==> src/rtl/imem_prog_ctrl_if.sv <==
// Burst-load stream and core fetch port of the instruction-memory programmer.
interface imem_prog_ctrl_if #(parameter int XLEN = 32);
  logic            burst_valid;
  logic            burst_ready;
  logic            burst_last;
  logic [XLEN-1:0] burst_data;
  logic [31:0]     fetch_addr;
  logic [XLEN-1:0] fetch_instr;

  modport master (output burst_valid, burst_data, burst_last, fetch_addr,
                  input  burst_ready, fetch_instr);
  modport slave  (input  burst_valid, burst_data, burst_last, fetch_addr,
                  output burst_ready, fetch_instr);
endinterface

==> src/rtl/imem_prog_ctrl.sv <==
// Instruction store with manual/burst programming, run/halt gating of the core,
// and a combinational fetch port that substitutes NOP on misaligned/out-of-range PCs.
module imem_prog_ctrl #(
  parameter int              XLEN  = 32,
  parameter int              DEPTH = 64,
  parameter logic [XLEN-1:0] NOP   = XLEN'(32'h0000_0013),
  localparam int             AW    = $clog2(DEPTH)
) (
  input  logic            clk,
  input  logic            reset,
  input  logic            start,
  input  logic            halt,
  input  logic            Up,
  input  logic            Down,
  input  logic            Imem_write_en,
  input  logic [XLEN-1:0] Imem_write_instr,
  imem_prog_ctrl_if.slave bus,
  output logic            run,
  output logic [AW-1:0]   ptr,
  output logic [1:0]      state,
  output logic            err
);
  typedef enum logic [1:0] {IDLE = 2'd0, BURST = 2'd1, RUN = 2'd2} state_t;

  state_t          st;
  logic [XLEN-1:0] mem [DEPTH];
  logic            we;
  logic [XLEN-1:0] wdata;
  logic [AW-1:0]   fidx;
  logic            fault;

  assign state           = st;
  assign run             = (st == RUN);
  assign bus.burst_ready = (st == BURST);

  // Any address bit at or above AW+2 set means the PC lies beyond the store.
  assign fidx            = bus.fetch_addr[AW+1:2];
  assign fault           = (bus.fetch_addr[1:0] != 2'b00) | (|bus.fetch_addr[31:AW+2]);
  assign bus.fetch_instr = fault ? NOP : mem[fidx];

  always_comb begin
    we    = 1'b0;
    wdata = Imem_write_instr;
    if (st == IDLE && !start && !bus.burst_valid && Imem_write_en) begin
      we = 1'b1;
    end else if (st == BURST && bus.burst_valid) begin
      we    = 1'b1;
      wdata = bus.burst_data;
    end
  end

  // Storage is deliberately outside the reset domain so programs survive reset.
  always_ff @(posedge clk) begin
    if (we) mem[ptr] <= wdata;
  end

  always_ff @(posedge clk or negedge reset) begin
    if (!reset) begin
      st  <= IDLE;
      ptr <= '0;
      err <= 1'b0;
    end else begin
      case (st)
        IDLE: begin
          if (start) begin
            st  <= RUN;
            err <= 1'b0;
          end else if (bus.burst_valid) begin
            st  <= BURST;
            ptr <= '0;
          end else if (Up && !Down) begin
            ptr <= ptr + AW'(1);
          end else if (Down && !Up) begin
            ptr <= ptr - AW'(1);
          end
        end
        BURST: begin
          if (bus.burst_valid) begin
            ptr <= ptr + AW'(1);
            if (bus.burst_last) begin
              st <= IDLE;
            end else if (ptr == AW'(DEPTH - 1)) begin
              st  <= IDLE;
              err <= 1'b1;
            end
          end
        end
        RUN: begin
          if (halt) st <= IDLE;
        end
        default: st <= IDLE;
      endcase
      if (st == RUN && fault) err <= 1'b1;
    end
  end
endmodule

==> src/flat_wrapper.sv <==
// flat-port wrapper written by rule: the top's interface ports become plain ports
module imem_prog_ctrl_flat 
#(
  parameter int              XLEN  = 32,
  parameter int              DEPTH = 64,
  parameter logic [XLEN-1:0] NOP   = XLEN'(32'h0000_0013),
  localparam int             AW    = $clog2(DEPTH)
)
  (clk, reset, start, halt, Up, Down, Imem_write_en, Imem_write_instr, run, ptr, state, err, bus_burst_valid, bus_burst_data, bus_burst_last, bus_fetch_addr, bus_burst_ready, bus_fetch_instr);
  imem_prog_ctrl_if #(.XLEN(XLEN)) bus_i ();
  input  logic clk;
  input  logic reset;
  input  logic start;
  input  logic halt;
  input  logic Up;
  input  logic Down;
  input  logic Imem_write_en;
  input  logic [XLEN-1:0] Imem_write_instr;
  output logic run;
  output logic [AW-1:0] ptr;
  output logic [1:0] state;
  output logic err;
  input wire logic [$bits(bus_i.burst_valid)-1:0] bus_burst_valid;
  input wire logic [$bits(bus_i.burst_data)-1:0] bus_burst_data;
  input wire logic [$bits(bus_i.burst_last)-1:0] bus_burst_last;
  input wire logic [$bits(bus_i.fetch_addr)-1:0] bus_fetch_addr;
  output wire logic [$bits(bus_i.burst_ready)-1:0] bus_burst_ready;
  output wire logic [$bits(bus_i.fetch_instr)-1:0] bus_fetch_instr;
  assign bus_i.burst_valid = bus_burst_valid;
  assign bus_i.burst_data = bus_burst_data;
  assign bus_i.burst_last = bus_burst_last;
  assign bus_i.fetch_addr = bus_fetch_addr;
  assign bus_burst_ready = bus_i.burst_ready;
  assign bus_fetch_instr = bus_i.fetch_instr;
  imem_prog_ctrl #(.XLEN(XLEN), .DEPTH(DEPTH), .NOP(NOP)) u_core (.clk(clk), .reset(reset), .start(start), .halt(halt), .Up(Up), .Down(Down), .Imem_write_en(Imem_write_en), .Imem_write_instr(Imem_write_instr), .bus(bus_i), .run(run), .ptr(ptr), .state(state), .err(err));
endmodule
==> config.mk <==
export PLATFORM = sky130hd
export DESIGN_NAME = imem_prog_ctrl_flat
export DESIGN_NICKNAME = d
export VERILOG_FILES = /design/src/rtl/imem_prog_ctrl_if.sv /design/src/rtl/imem_prog_ctrl.sv /design/src/flat_wrapper.sv
export SDC_FILE = /design/constraint.sdc
export NUM_CORES = 2
export LEC_CHECK = 0
export CAP_MARGIN = 5
export CORE_MARGIN = 8
export CORE_UTILIZATION = 62
export DETAILED_ROUTE_END_ITERATION = 16
export GPL_ROUTABILITY_DRIVEN = 0
export PLACE_DENSITY_LB_ADDON = 0.15
export SYNTH_ARGS = -nofsm -noshare
export SYNTH_HDL_FRONTEND = slang
export SYNTH_SLANG_ARGS = --single-unit
==> constraint.sdc <==
create_clock -name clk -period 6.04 [get_ports clk]
set_input_delay 0.604 -clock clk [delete_from_list [all_inputs] [get_ports clk]]
set_output_delay 0.604 -clock clk [all_outputs]
set_load 0.1 [all_outputs]
==> results.md <==
- The run finished with clean final reports.
- The cell count after synthesis came out at 3471.
- STA classifies the critical path startpoint as an input pin.
- The synthesized design contains 2057 register bits.
- The part of the Yosys area used for sequential elements is 0.775.
- After synthesis, the largest family of logic cells by area is multiplexers.
- The total core area is 128000 um^2.
- The total stage count of the critical path is 7.
- The number of nets with antenna violations after detailed routing is 0.
- Counting every sink on the clock net gives 2057.
- For the worst setup path, the data required time is 5.44 ns.
- Synthesis instantiated 56 different standard cells from the library.
- The total iterations of the first detailed-routing run is 6.
- Walking the worst path, the cells encountered are buf_8 > buf_12 > buf_4 > mux4_2 > a211oi_1 > o41ai_1 > buf_4.
- IR analysis of the VDD net gives a maximum drop of 0.308 mV.
- The depth of the worst register-to-register path is 6.
- Entering global routing, the biggest net connects 100 pins.
- TritonCTS built the clock tree.
- The detailed router finished its first iteration with 6561 violations.
- The routed design has 214000 um of wire.
- Post-CTS timing repair inserted 0 buffers for setup.
- The routed length per instance is 38.3 um.
- The number of buffers and inverters on the critical path is 4.
- In this run the deepest clock path goes through 3 buffers.
- The area share of fa/ha/maj cells after synthesis is 0.000314.
- The area fraction of the dominant cell type after synthesis is 0.773.
- The startpoint identified for the worst register-to-register timing path is u_core.state[0].
- The library cell appearing most often on the critical path is sky130_fd_sc_hd__buf_4.
- In the synthesized netlist, the cells that appear most often are 2048 x sky130_fd_sc_hd__edfxtp_1, 551 x sky130_fd_sc_hd__mux4_2, 125 x sky130_fd_sc_hd__nand2_1, 109 x sky130_fd_sc_hd__nor2_1, 104 x sky130_fd_sc_hd__mux2i_1.
- The initial antenna violation count is 11.
- Of the total synthesized cell area, the portion taken by XOR and XNOR cells is 0.000110.
- Dividing the final minimum period by the clock period gives 0.768.
- The total negative setup slack is 0 ns.
- The finished layout holds 5603 standard cells, fillers aside.
- Each instance of the synthesized netlist takes up on average 22.9 um^2.
- The first global-routing pass estimated 300000 um of wire.
- In the global route stage, met2 resource usage came out at 0.467.
- The largest clock skew in the final design is 0.0253 ns.
- For flop-to-flop paths, the worst setup slack is 1.94 ns.
- The cell type with the highest aggregate area in the netlist is sky130_fd_sc_hd__edfxtp_1.
- The max-slew violation total from the final report was 0.
- The met3 usage is 0.0733.
- The area fraction in compound gates after synthesis is 0.0164.
- The Yosys step of the flow raised 0 warnings.
- The highest fanout seen on the critical path is 34.
- Summing over every cut layer, the via total after detailed routing is 40300.
- Once detailed placement completed, the half-perimeter wirelength came to 122000 um.
- For this run, the total global-route usage over all layers was measured as 0.304.
- On the worst path, the slowest cell contributes a delay of 1.18 ns.
- The total power per unit cell area is 340 nW/um^2.
- Of the total synthesized cell area, the portion taken by AND, OR, NAND and NOR gates is 0.0180.
- The dominant delay contributor by cell family on the critical path is buffers and inverters.
- The clock period could shrink to 4.64 ns.
- The share of synthesized registers carrying an async set or reset is 0.00438.
- The buffer cell driving the clock tree root is sky130_fd_sc_hd__clkbuf_16.
- Post-CTS repair changed the size of 0 cells.
- The share of post-route cells with drive strength above 1 is 0.286.
- From synthesis to final layout, the design area changed by 13.2%.
- The slowest stage of the critical path is the sky130_fd_sc_hd__o41ai_1 cell.
- The number of remaining DRC errors is 0.
- The number of endpoints with negative hold slack in the final report came to 0.
- The die width is 374 um.
- Setup repair after global routing left no endpoint under its margin.
- The overall power of the completed layout is 30.7 mW.
- The y dimension of the die is 374 um.
- At the pin with the least slew margin, the transition time is 1.38 ns.
- Setup violations remaining at the end of the flow were counted as 0.
- Including well taps, the total number of placed cells is 5240.
- The critical path starts at bus_fetch_addr[2].
- After global routing the overflow that remains totals 0.
- The die covers 140000 um^2.
- The headroom to the max-slew limit is 0.0810.
- 0 antenna diodes ended up in the layout.
- The tool flagged a number of max-cap violations equal to 0.
- At the worst endpoint, the arrival time is 4.04 ns.
- The clock slew at the register clock pins of the worst setup and hold paths is 0.06 ns.
- By area the synthesized netlist is led by sky130_fd_sc_hd__edfxtp_1 77%, sky130_fd_sc_hd__mux4_2 16%, sky130_fd_sc_hd__mux2i_1 1.3%.
- In this run the core area contains 131 standard-cell rows.
- The number of clock buffers added by TritonCTS is 196.
- The top-level port count is 148.
- The vias per cell is 7.20.
- After detailed placement, the total cell area comes to 83800 um^2.
- The clock insertion delay at the later pin of the skew report is 0.82 ns.
- Timing would allow up to 215 MHz.
- The critical path in this run is classified as input pin to primary output.
- Yosys mapped a number of flops with a built-in enable equal to 2048.
- The area of all placed cells without fillers is 90100 um^2.
- The endpoint identified for the worst register-to-register timing path is u_core.mem[41][14].
- The timing endpoint of the critical path is bus_fetch_instr[29].
- The most frequently used flop master after synthesis is sky130_fd_sc_hd__edfxtp_1.
- The worst min-delay path category is input pin to async pin.
- Buffers inserted to repair hold after CTS numbered 0.
- The via count of the first global-routing pass is 40000.
- For this run, the post-layout net count is 3888.
- The number of buffer cells added on primary ports is 147.
- The number of nets in the synthesized netlist is 3578.
- The H-tree was split into 4 levels.
- The cell area after technology mapping is 79600 um^2.
- In this run the most used layer during global routing was met2.
- In the global route stage, met1 resource usage came out at 0.442.
- Yosys instantiated no cell more often than sky130_fd_sc_hd__edfxtp_1.
- The nature of the critical path endpoint is a primary output.
- The standby leakage power is 28.3 nW.
- Of the post-synthesis cell area, the part taken by muxes is 0.175.
- The initial cell density of the core is 0.624.
cells by family after synthesis:
logic type / Yosys count
buffers and inverters: 197
xor gates and xnor gates: 1
and+or+nand+nor: 328
DFF: 2057
adders and majority gates: 2
muxes: 700
AOI/OAI and AO/OA: 186
worst register-to-register path, cell delays in order, from the launching register on:
cell	delay [ns]
sky130_fd_sc_hd__dfrtp_1	0.48
sky130_fd_sc_hd__nor2_1	0.18
sky130_fd_sc_hd__nand3b_1	0.17
sky130_fd_sc_hd__a21oi_1	0.58
sky130_fd_sc_hd__nand4_1	0.89
sky130_fd_sc_hd__nor2_4	0.92
sky130_fd_sc_hd__buf_4	0.51
through the flow:
stage               setup WS, ns   util  hold WS [ns]
floorplan                  0.418      -         0.308
global placement            1.52  0.657         0.551
detailed placement          1.40  0.657         0.559
CTS                         1.51  0.706        0.0786
global route                1.32  0.706         0.138
finish                      1.40  0.706         0.118
flip-flops by register name (all words and copies together) (netlist names):
name / count
u_core.mem: 2048
u_core.ptr: 6
u_core.state: 2
u_core.err: 1
how the worst min path moves through the flow:
stage	endpoint	slack, ns	cells past startpoint
2_1_floorplan	u_core.err	0.31	0
4_1_cts	u_core.ptr[2]	0.08	1
6_report	u_core.ptr[4]	0.12	1
5_1_grt	u_core.ptr[2]	0.14	1
3_5_place_dp	u_core.err	0.56	2
3_3_place_gp	u_core.err	0.55	2
routing by layer:
metal	share of wire	wire (um)
met3	0.13	27000
met4	0.032	6820
met2	0.47	101000
met1	0.37	79800
met5	0.000070	15
cell type report:
cell class / count / area, um^2
clock buffer: 247 / 5270
timing repair buffer: 301 / 2800
fill: 7353 / 37400
inverter: 8 / 35.0
tap: 1662 / 2080
sequential: 2057 / 61700
clock inverter: 111 / 940
multi-input combinational: 1217 / 17200
power by group:
group / total [mW] / internal [mW] / switching [mW]
Sequential: 16.2 / 16.1 / 0.101
Combinational: 2.46 / 0.728 / 1.73
Clock: 12.0 / 6.85 / 5.13
Total: 30.7 / 23.7 / 6.96
placed cells by master, fill, tap and decap left out, types with 8 or more instances in the layout:
| cell | instances |
|---|---|
| sky130_fd_sc_hd__a21oi_1 | 27 |
| sky130_fd_sc_hd__a22oi_1 | 21 |
| sky130_fd_sc_hd__a31oi_1 | 10 |
| sky130_fd_sc_hd__a32o_1 | 9 |
| sky130_fd_sc_hd__a32oi_1 | 21 |
| sky130_fd_sc_hd__buf_12 | 19 |
| sky130_fd_sc_hd__buf_4 | 168 |
| sky130_fd_sc_hd__bufinv_16 | 17 |
| sky130_fd_sc_hd__clkbuf_1 | 43 |
| sky130_fd_sc_hd__clkbuf_16 | 204 |
| sky130_fd_sc_hd__clkdlybuf4s50_1 | 110 |
| sky130_fd_sc_hd__clkinv_1 | 50 |
| sky130_fd_sc_hd__clkinv_2 | 40 |
| sky130_fd_sc_hd__dfrtp_1 | 9 |
| sky130_fd_sc_hd__edfxtp_1 | 2048 |
| sky130_fd_sc_hd__mux2_2 | 45 |
| sky130_fd_sc_hd__mux2i_1 | 104 |
| sky130_fd_sc_hd__mux4_2 | 551 |
| sky130_fd_sc_hd__nand2_1 | 124 |
| sky130_fd_sc_hd__nand2b_1 | 12 |
| sky130_fd_sc_hd__nand3_1 | 23 |
| sky130_fd_sc_hd__nand4_1 | 8 |
| sky130_fd_sc_hd__nor2_1 | 46 |
| sky130_fd_sc_hd__nor2_4 | 62 |
| sky130_fd_sc_hd__nor2b_1 | 10 |
| sky130_fd_sc_hd__nor3_1 | 8 |
| sky130_fd_sc_hd__nor4_1 | 10 |
| sky130_fd_sc_hd__o21ai_0 | 28 |
| sky130_fd_sc_hd__o22ai_1 | 26 |
No activity file was read; power rests on OpenSTA's default activity.
